==> config.mk <==
export PLATFORM = sky130hd
export DESIGN_NAME = uart_tx_arbiter
export DESIGN_NICKNAME = d
export VERILOG_FILES = /design/src/rtl/uart_tx_arb_pkg.sv /design/src/rtl/uart_tx_rr_pick.sv /design/src/rtl/uart_tx_arbiter.sv
export SDC_FILE = /design/constraint.sdc
export NUM_CORES = 1
export LEC_CHECK = 0
export CAP_MARGIN = 25
export CORE_UTILIZATION = 35
export DETAILED_ROUTE_END_ITERATION = 16
export HOLD_SLACK_MARGIN = 0.15
export PLACE_DENSITY = 0.74
export REMOVE_ABC_BUFFERS = 1
export SLEW_MARGIN = 20
export SYNTH_ARGS = -nofsm -noshare
export SYNTH_HDL_FRONTEND = slang
export SYNTH_SLANG_ARGS = --single-unit
==> constraint.sdc <==
create_clock -name clk -period 2.8 [get_ports clk]
set_clock_uncertainty 0.15 [all_clocks]
set_input_delay 0.56 -clock clk [delete_from_list [all_inputs] [get_ports clk]]
set_output_delay 0.56 -clock clk [all_outputs]
set_load 0.005 [all_outputs]
==> src/rtl/uart_tx_arb_pkg.sv <==
// Shared types and constants for the round-robin UART transmit arbiter.
package uart_tx_arb_pkg;

  typedef enum logic [2:0] {
    StArb     = 3'd0,
    StIssue   = 3'd1,
    StWaitLow = 3'd2,
    StWaitRdy = 3'd3,
    StGap     = 3'd4
  } arb_state_e;

  localparam int unsigned BurstCntW = 8;
  localparam int unsigned GapCntW   = 16;

  // Index width for n requesters, never narrower than one bit.
  function automatic int unsigned idx_width(input int unsigned n);
    return (n > 1) ? $clog2(n) : 1;
  endfunction

endpackage

==> src/rtl/uart_tx_rr_pick.sv <==
// Combinational round-robin picker: first valid index at or above ptr, with wrap.
module uart_tx_rr_pick
  import uart_tx_arb_pkg::*;
#(
  parameter int unsigned NumReq = 4,
  parameter int unsigned IdxW   = idx_width(NumReq)
) (
  input  logic [NumReq-1:0] req_valid,
  input  logic [IdxW-1:0]   ptr,
  output logic [IdxW-1:0]   winner,
  output logic              any
);

  // One spare bit so ptr + offset cannot overflow before the wrap.
  logic [IdxW:0] cand;

  always_comb begin
    winner = '0;
    any    = 1'b0;
    cand   = '0;
    for (int i = 0; i < NumReq; i++) begin
      cand = {1'b0, ptr} + (IdxW+1)'(i);
      if (cand >= (IdxW+1)'(NumReq)) begin
        cand = cand - (IdxW+1)'(NumReq);
      end
      if (!any && req_valid[cand[IdxW-1:0]]) begin
        any    = 1'b1;
        winner = cand[IdxW-1:0];
      end
    end
  end

endmodule

==> src/rtl/uart_tx_arbiter.sv <==
// Packet-level round-robin scheduler feeding one FIFO-less UART transmitter.
// Optional inter-packet idle gap is enabled by defining UART_TX_ARB_GAP_EN.
module uart_tx_arbiter
  import uart_tx_arb_pkg::*;
#(
  parameter int unsigned NUM_REQ    = 4,
  parameter int unsigned MAX_BURST  = 16,
  parameter int unsigned GAP_CYCLES = 16
) (
  input  logic                              clk,
  input  logic                              reset_n,
  input  logic [NUM_REQ-1:0]                req_valid,
  input  logic [8*NUM_REQ-1:0]              req_data,
  input  logic [NUM_REQ-1:0]                req_last,
  output logic [NUM_REQ-1:0]                req_ready,
  input  logic                              txrdy,
  output logic [7:0]                        tx_hold_reg,
  output logic                              rst_tx_empty,
  output logic [idx_width(NUM_REQ)-1:0]     grant_id,
  output logic                              busy,
  output logic                              burst_abort
);

  localparam int unsigned           IdxW     = idx_width(NUM_REQ);
  localparam logic [BurstCntW-1:0]  BurstMax = BurstCntW'(MAX_BURST);
  localparam logic [IdxW-1:0]       LastIdx  = IdxW'(NUM_REQ - 1);

  if (NUM_REQ < 2 || NUM_REQ > 8) begin : g_chk_num_req
    $error("NUM_REQ must be 2..8");
  end
  if (MAX_BURST < 1 || MAX_BURST > 255) begin : g_chk_max_burst
    $error("MAX_BURST must be 1..255");
  end
  if (GAP_CYCLES < 1 || GAP_CYCLES > 65535) begin : g_chk_gap
    $error("GAP_CYCLES must be 1..65535");
  end

  arb_state_e           state_q, state_d;
  logic [IdxW-1:0]      ptr_q, ptr_d;
  logic [IdxW-1:0]      grant_q, grant_d;
  logic [BurstCntW-1:0] burst_q, burst_d;
  logic                 last_q, last_d;
  logic [7:0]           hold_q, hold_d;
  logic                 strobe_q, strobe_d;
  logic                 abort_q, abort_d;

  logic [IdxW-1:0]      pick_idx;
  logic                 pick_any;
  logic [IdxW-1:0]      next_ptr;
  logic [7:0]           sel_data;
  logic                 sel_valid;
  logic                 sel_last;
  logic                 pkt_done;

`ifdef UART_TX_ARB_GAP_EN
  localparam logic [GapCntW-1:0] GapLoad = GapCntW'(GAP_CYCLES - 1);
  logic [GapCntW-1:0]   gap_q, gap_d;
`endif

  uart_tx_rr_pick #(
    .NumReq (NUM_REQ),
    .IdxW   (IdxW)
  ) u_pick (
    .req_valid (req_valid),
    .ptr       (ptr_q),
    .winner    (pick_idx),
    .any       (pick_any)
  );

  always_comb begin
    sel_data = '0;
    for (int i = 0; i < NUM_REQ; i++) begin
      if (grant_q == IdxW'(i)) begin
        sel_data = req_data[8*i +: 8];
      end
    end
  end

  assign sel_valid = req_valid[grant_q];
  assign sel_last  = req_last[grant_q];
  assign next_ptr  = (grant_q == LastIdx) ? '0 : grant_q + 1'b1;
  // A byte that is both last and the burst limit ends the packet normally.
  assign pkt_done  = last_q || (burst_q == BurstMax);

  always_comb begin
    state_d   = state_q;
    ptr_d     = ptr_q;
    grant_d   = grant_q;
    burst_d   = burst_q;
    last_d    = last_q;
    hold_d    = hold_q;
    strobe_d  = 1'b0;
    abort_d   = 1'b0;
    req_ready = '0;
`ifdef UART_TX_ARB_GAP_EN
    gap_d     = gap_q;
`endif

    unique case (state_q)
      StArb: begin
        if (txrdy && pick_any) begin
          grant_d = pick_idx;
          burst_d = '0;
          state_d = StIssue;
        end
      end
      StIssue: begin
        req_ready[grant_q] = txrdy & sel_valid;
        if (txrdy && sel_valid) begin
          hold_d   = sel_data;
          strobe_d = 1'b1;
          last_d   = sel_last;
          burst_d  = burst_q + 8'd1;
          state_d  = StWaitLow;
        end
      end
      StWaitLow: begin
        if (!txrdy) begin
          state_d = StWaitRdy;
        end
      end
      StWaitRdy: begin
        if (txrdy) begin
          if (pkt_done) begin
            ptr_d   = next_ptr;
            abort_d = ~last_q;
`ifdef UART_TX_ARB_GAP_EN
            gap_d   = GapLoad;
            state_d = StGap;
`else
            state_d = StArb;
`endif
          end else begin
            state_d = StIssue;
          end
        end
      end
`ifdef UART_TX_ARB_GAP_EN
      StGap: begin
        if (gap_q == '0) begin
          state_d = StArb;
        end else begin
          gap_d = gap_q - 1'b1;
        end
      end
`endif
      default: state_d = StArb;
    endcase
  end

  always_ff @(posedge clk or negedge reset_n) begin
    if (!reset_n) begin
      state_q  <= StArb;
      ptr_q    <= '0;
      grant_q  <= '0;
      burst_q  <= '0;
      last_q   <= 1'b0;
      hold_q   <= '0;
      strobe_q <= 1'b0;
      abort_q  <= 1'b0;
    end else begin
      state_q  <= state_d;
      ptr_q    <= ptr_d;
      grant_q  <= grant_d;
      burst_q  <= burst_d;
      last_q   <= last_d;
      hold_q   <= hold_d;
      strobe_q <= strobe_d;
      abort_q  <= abort_d;
    end
  end

`ifdef UART_TX_ARB_GAP_EN
  always_ff @(posedge clk or negedge reset_n) begin
    if (!reset_n) begin
      gap_q <= '0;
    end else begin
      gap_q <= gap_d;
    end
  end
`endif

  assign tx_hold_reg  = hold_q;
  assign rst_tx_empty = strobe_q;
  assign grant_id     = grant_q;
  assign busy         = (state_q != StArb);
  assign burst_abort  = abort_q;

endmodule

Yosys cells after proc, flatten, opt, wreduce, memory -nomap -nowiden
Cells that the tools add are included.

Input bits: 43. Output and inout bits: 17. Word-level logic and storage cells: 106. Bits in registers: 26.

Eq/ne operators: 11. Multiplexer cells: 46. Reductions and logical operators: 19. $lt $le $gt $ge: 10. Add/sub/neg operators: 9. Bitwise gates (word level): 3.

Operator list (count): two-way mux 8 bit (6); two-way mux 2 bit (9); two-way mux 1 bit (17); case mux 8 bit (2 select lines) (1); < comparator 2 x 3 -> 1 bit, second input constant (5); binary-select mux 1 bit (select 2 bit) (6); two-way mux 3 bit (4); case mux 3 bit (4 select lines) (1); >= comparator 3 bit, second input constant (3); adder 8 x 1 -> 8 bit, second input constant (1); equality test 8 x 5 -> 1 bit, second input constant (1); != test 2 bit, second input constant (4); subtractor 2 x 1 -> 2 bit, second input constant (4); adder 2 x 2 -> 3 bit, second input constant (2); equality test 3 x 2 -> 1 bit, second input constant (2); logical AND 1 bit (6); AND reduction 3 bit (2); bitwise AND 4 bit (1); equality test 2 bit, second input constant (2); two-way mux 4 bit (1); AND reduction 2 bit (2); AND reduction 4 bit (1); adder 2 x 1 -> 3 bit, second input constant (1); equality test 3 x 1 -> 1 bit, second input constant (1); other kinds (13) (15).

Depth between registers and ports, before layout
Gate-level depths: netlist of run 1.

Word-level depth: 17. Gate-level depth with buffers: 7. Gate-level depth less buffers: 6.

Modules after synthesis
A second synthesis of run 1 with hierarchy kept.

Cell total of the unflattened synthesis: 185. Area total of the unflattened synthesis: 1705.4 um^2.

Modules (own cells, without submodules): uart_tx_arbiter (area each 1627.8 um^2, instances 1, seq. area each 625.6 um^2, cells each 170); uart_tx_rr_pick (area each 77.6 um^2, instances 1, seq. area each 0.0 um^2, cells each 15).

Least setup slack after synthesis of run 1
No wires, ideal clock.

Path type: input to output. Start: in req_valid[3]. End: out req_ready[0]. Stages on the path: 5. Arrival: 1.592 ns. Path slack: 0.498 ns. Path buffers: 1. Required time: 2.090 ns. Cells stage by stage: mux4_2 -> nand3_2 -> inv_2 -> buf_2 -> and2_1.

Longest elaborated chain between the ends: 5.

Ends and longest elaborated chain: from (decl) (RTL line uart_tx_arbiter.sv:12) `input logic [NUM_REQ-1:0] req_valid,`; binary-select mux 1 bit (select 2 bit) (RTL line uart_tx_arbiter.sv:79) `assign sel_valid = req_valid[grant_q];`; two-way mux 1 bit (implied by the code) (RTL line uart_tx_arbiter.sv:79); bitwise AND 1 bit (RTL line uart_tx_arbiter.sv:108) `req_ready[grant_q] = txrdy & sel_valid;`; bitwise AND 4 bit (no source line); two-way mux 4 bit (RTL line uart_tx_arbiter.sv:99) `unique case (state_q)`; to (decl) (RTL line uart_tx_arbiter.sv:15) `output logic [NUM_REQ-1:0] req_ready,`.

Every way passes these cells. The select of a mux whose other input is x is not followed.

Worst setup path in the final report of run 1
Start: reg grant_q[0] (netlist: grant_id[0]). End: out req_ready[0].

Longest elaborated chain between the ends: 6.

Ends and longest elaborated chain: from (decl) (RTL line uart_tx_arbiter.sv:40) `logic [IdxW-1:0] grant_q, grant_d;`; from (signal assigned) (RTL line uart_tx_arbiter.sv:164) `grant_q <= grant_d;`; < comparator 2 x 3 -> 1 bit (implied by the code) or >= comparator 2 x 1 -> 1 bit (tied branches) (RTL line uart_tx_arbiter.sv:108); logical AND 1 bit (implied by the code) (RTL line uart_tx_arbiter.sv:108); two-way mux 1 bit (implied by the code) (RTL line uart_tx_arbiter.sv:108); demux 1 bit (select 2 bit) (RTL line uart_tx_arbiter.sv:108); bitwise AND 4 bit (no source line) *; two-way mux 4 bit * (RTL line uart_tx_arbiter.sv:99).

Every way passes the cells marked *; elsewhere a longest branch is shown, timed or not. The select of a mux whose other input is x is not followed.

==> summary.txt, run 1 <==
Clock network
  • CTS sink count: 25
  • CTS Hold Bufs: 0
  • H-Tree Depth: 1
  • Root cell of the clock tree: clkbuf_8
  • TritonCTS Buffers: 3
  • Clk slew on worst S/H paths: about 90 ps
  • TritonCTS clock tree: built
  • Clk buf depth: 2
  • Worst-skew pair later-pin latency: about 270 ps

Global route
  • Largest net degree at the start of global routing: 26
  • Antenna violations before repair: 0
  • GRT Total Usage: 0.1796
  • Vias in the first global route: 1,530
  • Total congestion overflow: 0
  • First-pass GRT wire length: between 7 and 8 mm

STA
  • RSZ-0062 raised after global routing: no
  • Endpoints failing hold: 0
  • Setup TNS: 0 ps
  • Final Setup Violations: 0
  • Worst Max-Slew Pin Slew: approximately 400 ps
  • Relative slew margins: 0.7293
  • Crit share post-route: 0.8921
  • Max Slew Vio Count: 0
  • Crit path time final: roughly 2500 ps
  • Max Freq: around 400 MHz

Power
  • Leak pwr: between 1 and 1.5 nW
  • Power per cell area: 770.9 nW/um^2
  • Switching Share: 0.3776
  • Sw power: roughly 0.70 mW
  • Int Power: about 1.2 mW
  • Peak supply drop: 0.3768 mV
  • Combinational share of power: 0.567
  • Reg power frac: 0.315
  • Clk pwr share: 0.118

Layout
  • P&R area growth vs syn: 48.23%
  • Fin area: 2415 um^2
  • # diodes: 0
  • Post-layout nets: between 200 and 300
  • Share of layout cells above drive strength 1: 0.1102
  • Multi-input gate area: about 900 um^2
  • Seq. cell area: between 600 and 700 um^2
  • Filler cells: between 400 and 500

Logic synthesis
  • Yosys reg bits: 25
  • Synth top cells by count: 25 x dfrtp_1, 17 x a21oi_1, 15 x nand2_1
  • Post-synthesis async set-or-reset flop share: 1.000
  • Area leader, netlist: dfrtp_1
  • Largest cells by area after synthesis: dfrtp_1 38%, ha_1 7.7%, a21oi_1 5.2%, a211o_1 4.8%, a221oi_1 4.3%
  • Most common cell in the netlist: dfrtp_1
  • Syn Area/Cell: slightly above 9 um^2
  • Cells after Synth: 175
  • Mapped cell area: between 1500 and 2000 um^2
  • Number of synthesized flops with an enable pin: 0
  • Post-synth top flop: dfrtp_1
  • Top cell type's share of synthesized area: 0.3840
  • Yosys warnings: 0
  • Seq/Total Area, Yosys: 0.3840
  • Unique masters post-synth: 39

Die
  • I/O Pins: 60
  • Die X: about 70 um
  • Core box area: 4414 um^2
  • Die area: 4932 um^2
  • Initial Util: 0.3690
  • Row Count: 24
  • Die Span Y: approximately 70 um

Detailed routing
  • Starting DRT DRC Count: 53
  • DRT antenna net count: 0
  • Average wire per standard cell: 14.12 um
  • DR pass1 iterations: 4
  • Routed WL: ~4.2 mm
  • Vias per inst: ~5.3
  • DRC violations left: 0
  • Via count: between 1.5k and 2k

Setup path
  • WS Path Type: register to output pin
  • Crit path capture type: output pin
  • Worst Path Required: around 2100 ps
  • R2r setup slk: 700 ps
  • Crit-path max FO: 6
  • WP data arrival: around 1800 ps
  • Critical R2R Launch: grant_id[1]
  • Reg2reg end: tx_hold_reg[0]
  • CP Launch Type: register
  • R2R cell count: 7

Worst hold path
  • Hold path start: last_q
  • Hold Path Class: register to register
  • Hold path depth: 1
  • WHS Endpoint: burst_abort

Placement
  • RD Place Congestion: 0.7357
  • DP HPWL: approximately 3.2 mm
  • Placed Area: between 2000 and 2500 um^2
  • Port bufs: approximately 60

Run status
  • Run status: finished clean

Flow run
  • Max-cap viol count: 0
==> timing repair <==
| action | 4_1_cts | 5_1_grt |
|---|---|---|
| pin swaps | 1 | 0 |
| buffers inserted | 0 | 0 |
| gates cloned | 0 | 0 |
| resized for setup | 4 | 6 |
| setup endpoints to repair | 4 | 4 |
==> cell type report <==
cell class / count / share of cell area
well taps: 52 / 0.02694
multi-input cells: 128 / 0.3803
inverters: 15 / 0.02435
flip-flops and latches: 25 / 0.2591
clock buffers: 4 / 0.01865
repair buffers: 73 / 0.2907
==> layer usage <==
metal | track usage | vias to the layer above | routed length [um]
met3 | 0.02453 | 11 | 177
met1 | 0.2319 | 738 | 1926
met4 | 0.08667 | 0 | 136
met5 | 0 | - | 0
met2 | 0.2942 | 58 | 1954
li1 | - | 777 | -
==> cells by family after synthesis <==
family,after synthesis,share of synthesized area
compound gates,55,0.2389
buf+inv,22,0.05222
simple gates,54,0.1713
flops,25,0.3840
fa+ha+maj,10,0.07680
mux,9,0.07680
==> power groups by stage <==
stage	Sequential, mW	Clock [mW]	Combinational (mW)
floorplan	0.586	0	0.614
global placement	0.586	0	1.04
detailed placement	0.595	0	1.07
CTS	0.587	0.226	1.07
global route	0.608	0.242	1.18
finish	0.587	0.219	1.06
==> placed cells by master (no fill, tap or decap), types with 2 or more instances in the layout <==
master / synthesis / final
nor2b_1: 7 / 7
clkdlybuf4s50_1: 0 / 51
nand2_1: 15 / 15
and2_1: 4 / 4
inv_1: 14 / 14
ha_1: 10 / 10
dlygate4sd2_1: 0 / 3
buf_4: 0 / 14
dlymetal6s2s_1: 0 / 4
clkbuf_8: 0 / 3
o21ai_0: 5 / 5
mux2i_1: 2 / 2
o41ai_1: 2 / 2
and3_1: 6 / 6
nand3_1: 4 / 4
a211o_1: 9 / 9
nor2_1: 8 / 8
nor3_1: 4 / 4
o21ba_2: 2 / 2
o31a_1: 3 / 3
o21ai_1: 3 / 3
dfrtp_1: 25 / 25
mux2_2: 4 / 4
a21oi_1: 17 / 17
a221oi_1: 8 / 8
==> worst max-delay path, stage by stage, from the launching register on <==
cell	delay, ps
dfrtp_1	400
mux4_2	550
nand3_2	110
inv_4	50
and2_1	140
dlygate4sd2_1	260
==> metrics by stage <==
stage	setup slack [ps]	instances	util	hold WS [ps]	power, mW
floorplan	493.4	168	-	114.4	1.201
global route	214.4	297	0.5471	360.7	2.028
detailed placement	-187.0	293	0.5349	326.0	1.662
finish	302.1	297	0.5471	331.1	1.862
global placement	-166.0	293	0.5349	317.7	1.628
CTS	18.00	297	0.5439	336.4	1.882
==> worst max path at each step <==
stage | startpoint | end | slack [ps] | cells after the start
after floorplan | req_valid[3] | req_ready[0] | 490 | 4
after global placement | req_valid[3] | req_ready[3] | -170 | 6
after detailed placement | req_valid[3] | req_ready[3] | -190 | 6
after CTS | req_valid[3] | req_ready[3] | 20 | 6
after global routing | grant_id[0] | req_ready[0] | 210 | 5
final | grant_id[0] | req_ready[0] | 300 | 5
No activity file was read; power rests on OpenSTA's default activity.
==> inputs of run 2 (changes only) <==
--- a/config.mk
+++ b/config.mk
@@ -7,6 +7,7 @@
 export LEC_CHECK = 0
 export CAP_MARGIN = 25
 export CORE_UTILIZATION = 35
+export CTS_CLUSTER_DIAMETER = 40
 export DETAILED_ROUTE_END_ITERATION = 16
 export HOLD_SLACK_MARGIN = 0.15
 export PLACE_DENSITY = 0.74
==> results of run 2 <==
Same layout as run 1: the final DEF is identical, and so are final timing and power.
==> inputs of run 3 (changes only) <==
--- a/config.mk
+++ b/config.mk
@@ -6,11 +6,14 @@
 export NUM_CORES = 1
 export LEC_CHECK = 0
 export CAP_MARGIN = 25
-export CORE_UTILIZATION = 35
+export CELL_PAD_IN_SITES_DETAIL_PLACEMENT = 1
+export CELL_PAD_IN_SITES_GLOBAL_PLACEMENT = 1
+export CORE_UTILIZATION = 32
 export CTS_CLUSTER_DIAMETER = 40
 export DETAILED_ROUTE_END_ITERATION = 16
+export GPL_ROUTABILITY_DRIVEN = 0
 export HOLD_SLACK_MARGIN = 0.15
-export PLACE_DENSITY = 0.74
+export PLACE_DENSITY = 0.87
 export REMOVE_ABC_BUFFERS = 1
 export SLEW_MARGIN = 20
 export SYNTH_ARGS = -nofsm -noshare
==> run 3 against run 2 <==
- via count grew 5.4%
- sequential share of layout area down 0.41 points
- global-route usage increased by 2.5 points
- clock-buffer cell count is 1 lower
- utilization decreased by 3.8 points
- critical path type is now primary input to output pin
- largest cell class unchanged
- highest routed layer unchanged
==> summary.txt, run 3 (synthesis results as in run 1) <==
Clock network
  • TritonCTS clock tree: built
  • H-Tree Depth: 1
  • Clk buf depth: 2
  • Worst-skew pair later-pin latency: approximately 270 ps
  • CTS sink count: 25
  • TritonCTS Buffers: 3
  • Root cell of the clock tree: clkbuf_8
  • CTS Hold Bufs: 0
  • Clk slew on worst S/H paths: 100 ps

STA
  • Crit path time final: roughly 2800 ps
  • Endpoints failing hold: 0
  • Final Setup Violations: 0
  • Max Freq: roughly 360 MHz
  • Worst Slack Setup Final: between 20 and 30 ps
  • Worst Max-Slew Pin Slew: between 400 and 500 ps
  • Relative slew margins: 0.7172
  • Crit share post-route: 0.9899
  • Max Slew Vio Count: 0
  • Setup TNS: 0 ps
  • Hold WS: about 340 ps

Die
  • Die Span Y: between 70 and 80 um
  • Die X: approximately 73 um
  • Die area: between 5000 and 6000 um^2
  • Row Count: 25
  • Core box area: between 4000 and 5000 um^2
  • I/O Pins: 60
  • Initial Util: 0.3382

Power
  • Power Total: 1.941 mW
  • Leak pwr: between 1 and 1.5 nW
  • Power per cell area: 791.0 nW/um^2
  • Peak supply drop: just over 0.4 mV

Setup path
  • Max stage delay cell, worst path: mux4_2
  • WP data arrival: about 2000 ps
  • WS Path Type: primary input to output pin
  • Worst Path Required: about 2100 ps
  • Crit-path max FO: 6
  • Crit path capture type: output pin
  • CP peak stage delay: 510 ps
  • Critical path, cell by cell: clkdlybuf4s50_1 > mux4_2 > nand3_4 > inv_4 > and2_1 > dlygate4sd2_1
  • CP Launch Type: primary input

Global route
  • Total congestion overflow: 0
  • Vias in the first global route: between 1.5k and 2k
  • First-pass GRT wire length: about 8.4 mm
  • Antenna violations before repair: 0
  • GRT Total Usage: 0.2041
  • Largest net degree at the start of global routing: 26

Layout
  • Post-Layout Cell Count: about 310
  • Share of layout cells above drive strength 1: 0.1215
  • Commonest non-fill, non-tap cell in the layout: clkdlybuf4s50_1
  • Post-layout nets: about 300
  • # diodes: 0
  • Most frequent cells in the layout: 52 x clkdlybuf4s50_1, 25 x dfrtp_1, 17 x a21oi_1
  • Finished Core Util: 0.5094
  • Fin area: ~2500 um^2
  • P&R area growth vs syn: 50.61%
  • Filler cells: about 600

Detailed routing
  • Vias per inst: between 5 and 6
  • Average wire per standard cell: 16.79 um
  • Via count: around 1.7k
  • DRT antenna net count: 0
  • Starting DRT DRC Count: 67
  • DRC violations left: 0
  • DR pass1 iterations: 4
  • Routed WL: 5.273 mm

Placement
  • Port bufs: ~60
  • Dpl cells: between 300 and 400
  • Dpl ws: -187.3 ps
  • Placed Area: roughly 2400 um^2
  • DP HPWL: roughly 3.9 mm

Worst hold path
  • Hold Path Class: register to register

Flow run
  • Max-cap viol count: 0

Run status
  • Run status: finished clean
-- run 3: routing by layer --
layer	track usage	vias up	routed length, um
met3	0.02058	6	209
met5	0	-	0
met4	0.07479	0	65
met1	0.2427	829	2151
met2	0.3786	55	2846
li1	-	779	-
-- run 3: path summary, 6_finish.rpt --
check | start | endpoint | slack, ps | cells after the start
setup / recovery | req_valid[1] | req_ready[3] | 30 | 6
hold / removal | last_q | burst_abort | 340 | 1
setup reg to reg | grant_id[1] | tx_hold_reg[7] | 560 | 7
hold reg to reg | last_q | burst_abort | 340 | 1
max in group asynchronous | reset_n | tx_hold_reg[7] | 1750 | 2
min in group asynchronous | reset_n | state_q[0] | 480 | 2
-- run 3: power breakdown --
group	switching (mW)	internal, mW	total [mW]
clock	0.122	0.0997	0.222
combinational	0.535	0.592	1.13
sequential	0.108	0.484	0.592
total	0.765	1.18	1.94
-- run 3: repair_timing --
action | 4_1_cts | 5_1_grt
setup endpoints to repair | 4 | 4
buffers inserted | 1 | 1
pin swaps | 1 | 0
cloned | 0 | 0
gates resized for setup | 4 | 5
-- run 3: cell type report --
type	instances	area, um^2	share of cell area
clock buffer	3	41.29	0.01683
clock inverter	1	5.005	0.002040
inverter	15	58.81	0.02397
tap	67	83.83	0.03417
sequential	25	625.6	0.2550
timing repair buffer	75	713.2	0.2907
multi-input combinational	128	925.9	0.3774
-- run 3: critical path: cells and delay by family --
kind | cells | cell delay [ps]
buffers and inverters | 3 | 740
AND/OR/NAND/NOR | 2 | 240
multiplexers | 1 | 510
